--- src/rtl/fwd_pkg.sv ---
// Shared types and helpers for the operand-forwarding scoreboard.
package fwd_pkg;

  // Width of every "cycles until ready / needed" field.
  localparam int TNEW_W = 3;

  // Widest register address a slot can hold. Narrower addresses are zero-extended,
  // so the top-level AW parameter must not exceed this value.
  localparam int DST_MAX_W = 8;

  // One in-flight instruction: is it real, which register it writes, and how many
  // cycles remain until its result appears on that slot's stage_data lane.
  typedef struct packed {
    logic                 valid;
    logic [DST_MAX_W-1:0] dst;
    logic [TNEW_W-1:0]    tnew;
  } slot_t;

  // fwd_sel encodes 0 for the register file plus one code per slot.
  function automatic int sel_width(input int depth);
    return $clog2(depth + 1);
  endfunction

  // Advance a slot by one pipeline stage: one cycle closer to its result, never below zero.
  function automatic slot_t age_slot(input slot_t s);
    slot_t r;
    r = s;
    if (s.tnew != '0) begin
      r.tnew = s.tnew - TNEW_W'(1);
    end
    return r;
  endfunction

endpackage

--- src/rtl/fwd_port_sel.sv ---
// Per-read-port forwarding decision: youngest matching slot wins, then forward,
// fall back to the register file, or request a stall.
module fwd_port_sel
  import fwd_pkg::*;
#(
  parameter int DW    = 32,
  parameter int AW    = 5,
  parameter int DEPTH = 3,
  parameter int SEL_W = 2
) (
  input  slot_t [DEPTH-1:0]    i_slots,
  input  logic  [DEPTH*DW-1:0] i_stage_data,
  input  logic  [AW-1:0]       i_rd_addr,
  input  logic  [TNEW_W-1:0]   i_rd_tuse,
  input  logic  [DW-1:0]       i_rf_data,
  output logic  [DW-1:0]       o_fwd_data,
  output logic  [SEL_W-1:0]    o_fwd_sel,
  output logic                 o_stall_req
);

  logic              w_hit;
  int                w_idx;
  logic [TNEW_W-1:0] w_tnew;

  // Priority search: scan oldest to youngest so the youngest match is the one left standing.
  always_comb begin
    // NOTE: every variable gets a value before any condition, otherwise a path that
    // skips an assignment would hold the old value and infer a latch.
    w_hit  = 1'b0;
    w_idx  = 0;
    w_tnew = '0;
    for (int k = DEPTH - 1; k >= 0; k--) begin
      if (i_slots[k].valid && (i_rd_addr != '0) &&
          (i_slots[k].dst == DST_MAX_W'(i_rd_addr))) begin
        w_hit  = 1'b1;
        w_idx  = k;
        w_tnew = i_slots[k].tnew;
      end
    end
  end

  // Operand mux and hazard check; a result not yet produced reads the register file but stalls
  // only if the consumer needs it sooner than the producer can deliver.
  always_comb begin
    o_fwd_sel   = '0;
    o_fwd_data  = i_rf_data;
    o_stall_req = 1'b0;
    if (w_hit) begin
      if (w_tnew == '0) begin
        o_fwd_sel  = SEL_W'(w_idx + 1);
        o_fwd_data = i_stage_data[w_idx*DW +: DW];
      end
      o_stall_req = (w_tnew > i_rd_tuse);
    end
  end

endmodule

--- src/rtl/fwd_scoreboard.sv ---
// Forwarding scoreboard: tracks destination registers of in-flight instructions,
// selects bypass sources per read port and raises a pipeline stall on RAW hazards.
module fwd_scoreboard
  import fwd_pkg::*;
#(
  parameter int DW    = 32,
  parameter int AW    = 5,
  parameter int NREAD = 2,
  parameter int DEPTH = 3,
  localparam int SEL_W = sel_width(DEPTH)
) (
  input  logic                    clk,
  input  logic                    reset,
  input  logic                    issue_valid,
  input  logic [AW-1:0]           issue_dst,
  input  logic [TNEW_W-1:0]       issue_tnew,
  input  logic                    flush,
  input  logic [DEPTH*DW-1:0]     stage_data,
  input  logic [NREAD*AW-1:0]     rd_addr,
  input  logic [NREAD*TNEW_W-1:0] rd_tuse,
  input  logic [NREAD*DW-1:0]     rf_data,
  output logic [NREAD*DW-1:0]     fwd_data,
  output logic [NREAD*SEL_W-1:0]  fwd_sel,
  output logic                    stall,
  output logic [15:0]             stall_cnt
);

  slot_t [DEPTH-1:0] r_slots;
  slot_t             w_issue_slot;
  logic [NREAD-1:0]  w_stall_req;

  // A stalled decode stage must not enter the pipe; it becomes a bubble instead.
  always_comb begin
    w_issue_slot = '0;
    if (issue_valid && !stall) begin
      w_issue_slot.valid = 1'b1;
      w_issue_slot.dst   = DST_MAX_W'(issue_dst);
      w_issue_slot.tnew  = issue_tnew;
    end
  end

  // Slot shift register: youngest enters slot 0, every slot ages one stage per edge.
  always_ff @(posedge clk or negedge reset) begin
    // NOTE: only DEPTH small slots exist, so they are cleared by reset directly; a
    // stale valid bit would otherwise forward garbage or stall forever after reset.
    if (!reset) begin
      r_slots <= '0;
    end else if (flush) begin
      r_slots <= '0;
    end else begin
      // NOTE: non-blocking assignments make every slot read its neighbour's old value,
      // which is what turns this loop into a shift rather than a ripple copy.
      r_slots[0] <= w_issue_slot;
      for (int k = 1; k < DEPTH; k++) begin
        r_slots[k] <= age_slot(r_slots[k-1]);
      end
    end
  end

  // One independent forwarding decision per read port.
  for (genvar p = 0; p < NREAD; p++) begin : g_port
    fwd_port_sel #(
      .DW   (DW),
      .AW   (AW),
      .DEPTH(DEPTH),
      .SEL_W(SEL_W)
    ) u_port_sel (
      .i_slots     (r_slots),
      .i_stage_data(stage_data),
      .i_rd_addr   (rd_addr[p*AW +: AW]),
      .i_rd_tuse   (rd_tuse[p*TNEW_W +: TNEW_W]),
      .i_rf_data   (rf_data[p*DW +: DW]),
      .o_fwd_data  (fwd_data[p*DW +: DW]),
      .o_fwd_sel   (fwd_sel[p*SEL_W +: SEL_W]),
      .o_stall_req (w_stall_req[p])
    );
  end

  // Any port that cannot be satisfied in time holds the front end. Reset clears the slots
  // asynchronously, so stall falls as soon as reset is asserted.
  assign stall = |w_stall_req;

  // Saturating stalled-cycle counter for performance monitoring; flush does not touch it.
  always_ff @(posedge clk or negedge reset) begin
    if (!reset) begin
      stall_cnt <= '0;
    end else if (stall && (stall_cnt != 16'hFFFF)) begin
      stall_cnt <= stall_cnt + 16'd1;
    end
  end

endmodule

--- config.mk ---
export PLATFORM = sky130hd
export DESIGN_NAME = fwd_scoreboard
export DESIGN_NICKNAME = d
export VERILOG_FILES = /design/src/rtl/fwd_pkg.sv /design/src/rtl/fwd_port_sel.sv /design/src/rtl/fwd_scoreboard.sv
export SDC_FILE = /design/constraint.sdc
export NUM_CORES = 1
export LEC_CHECK = 0
export ABC_AREA = 1
export CAP_MARGIN = 20
export CORE_AREA = 2 2 150 108
export CTS_BUF_LIST = sky130_fd_sc_hd__clkbuf_16
export DETAILED_ROUTE_END_ITERATION = 10
export DIE_AREA = 0 0 152 110
export PLACE_DENSITY = 0.74
export SLEW_MARGIN = 20
export SYNTH_ARGS = -nofsm -noshare
export SYNTH_HDL_FRONTEND = slang
export SYNTH_SLANG_ARGS = --single-unit
--- constraint.sdc ---
create_clock -name clk -period 2.37 [get_ports clk]
set_input_delay 0.237 -clock clk [delete_from_list [all_inputs] [get_ports clk]]
set_output_delay 0.237 -clock clk [all_outputs]
set_load 0.03 [all_outputs]
* Word level (Yosys, flattened, before mapping)
Cells that the tools add are included.
Storage, ports and cells: output and inout bits 85, bits of input ports 188, register bits 52
Cells by class: reduce and logical (&&, ||, !) cells 22, equality and inequality tests 7, shift operators 2, magnitude comparators 2, $add $sub $neg 5, muxes and demuxes 32
Operators with widths (count):
- 96-bit by 8-bit variable part select with 32-bit output | 2
- 32-bit 2-to-1 mux | 4
- 8-bit by 5-bit == test with 1-bit output | 6
- 36-bit 2-to-1 mux | 1
- 3-bit 2-to-1 mux | 8
- 2-bit 2-to-1 mux | 10
- 16-bit by 1-bit adder with 16-bit output, second input constant | 1
- 16-bit != test, second input constant | 1
- 1-bit logical AND | 14
- 12-bit 2-to-1 mux | 1
- 5-bit nonzero test | 2
- 1-bit 2-to-1 mux | 8
- 3-bit > comparator | 2
- 3-bit zero test | 2
- 3-bit nonzero test | 2
- 3-bit by 1-bit subtractor with 3-bit output, second input constant | 2
- 2-bit by 1-bit adder with 2-bit output, second input constant | 2
- 2-bit OR reduction | 1
- 1-bit zero test | 1

* Longest topological paths before layout
Gate-level depths: netlist (run 1).
word-level depth 13, gate-level depth with buffers 21, gate-level depth less buffers 20

* By module
A second synthesis (run 1) with hierarchy kept.
Unflattened totals: cells, all modules 1281, area, all modules 6439.9 um2
Modules (own cells, without submodules):
- fwd_port_sel | area each 2179.6 um2, sequential area each 0.0 um2, instances 2, cells each 513
- fwd_scoreboard | area each 2080.7 um2, sequential area each 1076.0 um2, instances 1, cells each 255

* Worst setup path before layout (run 1)
OpenSTA, ideal clock, no wires.
kind register -> output, start register r_slots[7] in the netlist's numbering, end output fwd_sel[2], path buffers 1, cell stages (with the launch flop) 13, data required time 2.133 ns, path slack 0.028 ns, arrival 2.105 ns, cells stage by stage dfrtp_1 > inv_1 > nand2_1 > nand2_1 > nand2_1 > nor2_2 > nand2_4 > nand3_1 > nand2_1 > inv_2 > nand3_2 > clkbuf_1 > nor3b_1
Between the ends: word-level cells in the longest chain between the ends 6, elaborated cells on any way between the ends 9, those cells by class 1 x add/sub; 1 x eq/ne; 5 x mux; 2 x reduce/logical
Ends and longest elaborated chain:
- from (decl) | RTL line fwd_scoreboard.sv:28 | slot_t [DEPTH-1:0] r_slots;
- from (signal, indexed assignment) | RTL line fwd_scoreboard.sv:55 | r_slots[k] <= age_slot(r_slots[k-1]);
- 8-bit by 5-bit == test with 1-bit output * | RTL line fwd_port_sel.sv:34 | (i_slots[k].dst == DST_MAX_W'(i_rd_addr))) begin
- 1-bit logical AND * | RTL line fwd_port_sel.sv:33 | if (i_slots[k].valid && (i_rd_addr != '0) &&
- 2-bit 2-to-1 mux or 3-bit 2-to-1 mux (tied branches) | RTL line fwd_port_sel.sv:33
- 2-bit by 1-bit adder with 2-bit output or 3-bit zero test (tied branches) | RTL line fwd_port_sel.sv:50, fwd_port_sel.sv:49
- 2-bit 2-to-1 mux | RTL line fwd_port_sel.sv:49 | if (w_tnew == '0) begin
- 2-bit 2-to-1 mux * | RTL line fwd_port_sel.sv:48 | if (w_hit) begin
- to (decl) | RTL line fwd_scoreboard.sv:23 | output logic [NREAD*SEL_W-1:0] fwd_sel,
Mark *: on every way between the ends. The rest lies on a longest branch, timed or not.

* Worst setup path in the final report (run 1)
start register r_slots[18] in the netlist's numbering, end output stall
Between the ends: word-level cells in the longest chain between the ends 7, elaborated cells on any way between the ends 17, those cells by class 2 x order compare; 2 x eq/ne; 10 x mux; 3 x reduce/logical
Ends and longest elaborated chain:
- 8-bit by 5-bit == test with 1-bit output | RTL line fwd_port_sel.sv:34
- 1-bit logical AND | RTL line fwd_port_sel.sv:33
- 3-bit 2-to-1 mux (2 in a row) | RTL line fwd_port_sel.sv:33
- 3-bit > comparator | RTL line fwd_port_sel.sv:53 | o_stall_req = (w_tnew > i_rd_tuse);
- 1-bit 2-to-1 mux | RTL line fwd_port_sel.sv:48
- 2-bit OR reduction * | RTL line fwd_scoreboard.sv:81 | assign stall = |w_stall_req;
- to (decl) | RTL line fwd_scoreboard.sv:24 | output logic stall,
Marks and branches as above.

==> results of run 1 <==
==> cell usage after synthesis (2+ instances only) <==
master / count
nand2_1: 439
nand3_1: 103
inv_1: 94
o21ai_0: 69
nor2_1: 50
dfrtp_1: 43
o21ai_1: 39
nand3b_1: 34
buf_2: 17
buf_4: 15
inv_2: 13
ha_1: 11
xor2_1: 11
xnor2_1: 10
a21oi_1: 9
buf_6: 9
clkbuf_1: 9
nor3_1: 9
nor2_2: 7
nand4_1: 6
nand2_2: 5
nor2_4: 5
clkbuf_2: 4
nand3_2: 4
a21oi_2: 2
nand2_4: 2
==> cell families after synthesis <==
kind of cell,synth area share
fa+ha+maj,0.0242
buf+inv,0.133
compound gates,0.106
flops,0.189
simple gates,0.515
xor+xnor,0.0323
==> metrics by stage <==
step           worst slack [ns]  hold slack (ns)  utilization
6_report                 -0.444            0.372        0.768
4_1_cts                  -0.339            0.376        0.683
2_1_floorplan            0.0276          -0.0586            -
3_5_place_dp             -0.701            0.150        0.575
5_1_grt                  -0.554            0.399        0.768
3_3_place_gp             -0.633            0.142        0.575
==> worst max-delay path, delay by kind of cell, from the launching register on <==
| kind | cells | cell delay (ns) |
|---|---|---|
| compound gates | 1 | 0.14 |
| buf+inv | 6 | 0.52 |
| simple gates | 11 | 0.87 |
| fa+ha+maj | 1 | 0.30 |
| flops | 1 | 0.45 |
==> power by group through the flow <==
stage          clock network (mW)  logic [mW]  registers, mW
6_report                    0.669        1.34          0.789
4_1_cts                     0.681        1.15          0.786
3_5_place_dp                    0        1.02          0.797
3_3_place_gp                    0        1.01          0.798
2_1_floorplan                   0       0.448          0.800
5_1_grt                     0.713        1.41          0.791
==> layout make-up <==
class	count	area, sq um
timing repair buffer	412	4690
clock buffer	5	125
antenna	1	2.50
inverter	108	408
multi-input combinational	820	5160
sequential	43	1080
tap	200	250
fill	1017	3540
clock inverter	2	13.8
==> path summary, 6_finish.rpt <==
path,slack [ns],endpoint,start,cells past startpoint
min reg2reg,0.51,stall_cnt[5],stall_cnt[5],2
max reg2reg,-0.34,stall_cnt[15],r_slots[18],23
min in group clk,0.48,r_slots[6],issue_dst[3],3
max,-0.44,stall,r_slots[18],19
min,0.37,stall_cnt[8],reset,2
max in group asynchronous,1.44,r_slots[18],reset,3
==> routing by layer <==
metal | global-route usage | up-vias
met2 | 0.496 | 609
met3 | 0.0489 | 157
met1 | 0.397 | 4084
met4 | 0.103 | 0
li1 | - | 3988
met5 | 0 | -
==> sequential cells by signal (all words and copies together), names as in the netlist <==
signal     cells
stall_cnt     16
r_slots       27
==> timing repair <==
action | 4_1_cts | 5_1_grt
hold endpoints to repair | 11 | 0
setup endpoints to repair | 94 | 94
buffers inserted | 24 | 23
gates resized for setup | 282 | 286
gates cloned | 15 | 10
pin swaps | 35 | 91
hold buffers | 1 | 0
==> impl_metrics.tcl, run 1 <==
set metrics [dict create \
    place_hpwl_um 18400 \
    route.detailed.drc 0 \
    syn_area_per_cell_sq_um 5.56 \
    fin_cells 1591 \
    io_pins 273 \
    grt_overflow_total 0 \
    leakage_nw 5.58 \
    cts_made_buffers 5 \
    vdd_drop_max_mv 0.235 \
    cts_max_level 2 \
    insertion_delay_ns 0.29 \
    vias_per_cell 5.55 \
    crit_chain "inv_2, nand2_2, nand2_2, inv_2, nand2_2, nor2_2, buf_4, nand3_2, nand2_2, inv_1, nand2_1, nand2_2, inv_2, ha_4, nand2_4, o21ai_2, nand3_2, nand2_4, buf_6" \
    clockRootBuffer "clkbuf_16" \
    hold_viol_final 0 \
    synthesis.area_sq_um 5690 \
    hold_class "input pin to asynchronous set/reset pin" \
    dr.pass1.iters 6 \
    clk_pin_slew_ns 0.06 \
    tightestPinTransition_ns 0.381 \
    cp.required_ns 2.13 \
    rsz0062_at_grt "true" \
    fp.dieW_um 152 \
    antenna_found_initial 0 \
    fmax_mhz 355 \
    nNetsFinal 1589 \
    switchingPower_mw 0.980 \
    clockBufferDepth 2 \
    synth-edff-count 0 \
    num_vias 8838 \
    grt_pass1_wl_um 40100 \
    cts_tree "done" \
    grtUsageTotal 0.298 \
    cp.arrival_ns 2.58 \
    highest_layer "met4" \
    maxSlewViolCount 0 \
    clock_skew_ns 0.00411 \
    synth_fp_nets 1223 \
    wl_met3_um 2960 \
    p_per_area_nw_per_um2 239 \
    relSlewSlack 0.744 \
    dp_cells 1516 \
    max_cap_viol_count 0 \
    cp_common_cell "nand2_2" \
    finalCriticalPeriod_ns 2.81 \
    grt_max_degree 34 \
    drive_above_1_share 0.365 \
    ys.warnings.count 0 \
    io_buffers 272 \
    swShare 0.350 \
    gp_congestion 0.903 \
    dieHeight_um 110 \
    final_common_cell "nand2_1" \
    syn_inst 1024 \
    met1Wirelength_um 12300 \
    pwr-share-clk 0.239 \
    ant_nets 0 \
    yosysSeqAreaShare 0.189 \
    synth_top_area_frac 0.289 \
    initial_core_util 0.373 \
    end_kind "primary output" \
    grt_pass1_vias 7607 \
    critPathLaunchType "flip-flop" \
    clock_sinks 43 \
    finalCritPeriodShare 1.19 \
    critPathMaxFanout 4 \
    drt-total-wl_um 31600 \
    synthFlopType "dfrtp_1" \
    yosysTopAreaCell "nand2_1" \
    setup_viol 94 \
    cp_slowest_cell "dfrtp_2" \
    violations "setup timing" \
    crit_type "flip-flop to primary output" \
    final_cell_area_sq_um 11700 \
    tns_ns -32.30 \
    power_frac_seq 0.282 \
    synthToLayoutAreaGrowth_pct 106 \
    wl_per_cell_um 19.9 \
    placed_area_sq_um 8780 \
    met2_length_um 14500 \
    power_mw 2.80 \
    layout_common_cells "nand2_1 (282), clkdlybuf4s50_1 (192), nand2_2 (101)" \
    dieArea_sq_um 16700 \
    synthTopCellsByArea "nand2_1 (29%), dfrtp_1 (19%), nand3_1 (9.1%)" \
    rows 38 \
    synthArstFlopShare 1.00 \
    status "complete, but fails checks" \
    max_stage_delay_ns 0.45 \
    ys_ff_latch 43 \
    p_int_mw 1.82 \
    yosysUniqueCellTypes 31 \
    core_sq_um 15300 \
    setup_slack_ns -0.444 \
    comb_power_share 0.479 \
    drt_iter0_markers 884 \
]
Note: power is estimated with default switching activity, not from simulation.
==> run 2: changes to the inputs <==
Settings changed: CAP_MARGIN 20 to 0.
==> results of run 2 <==
Final layout, timing and power as in run 1 (identical DEF).
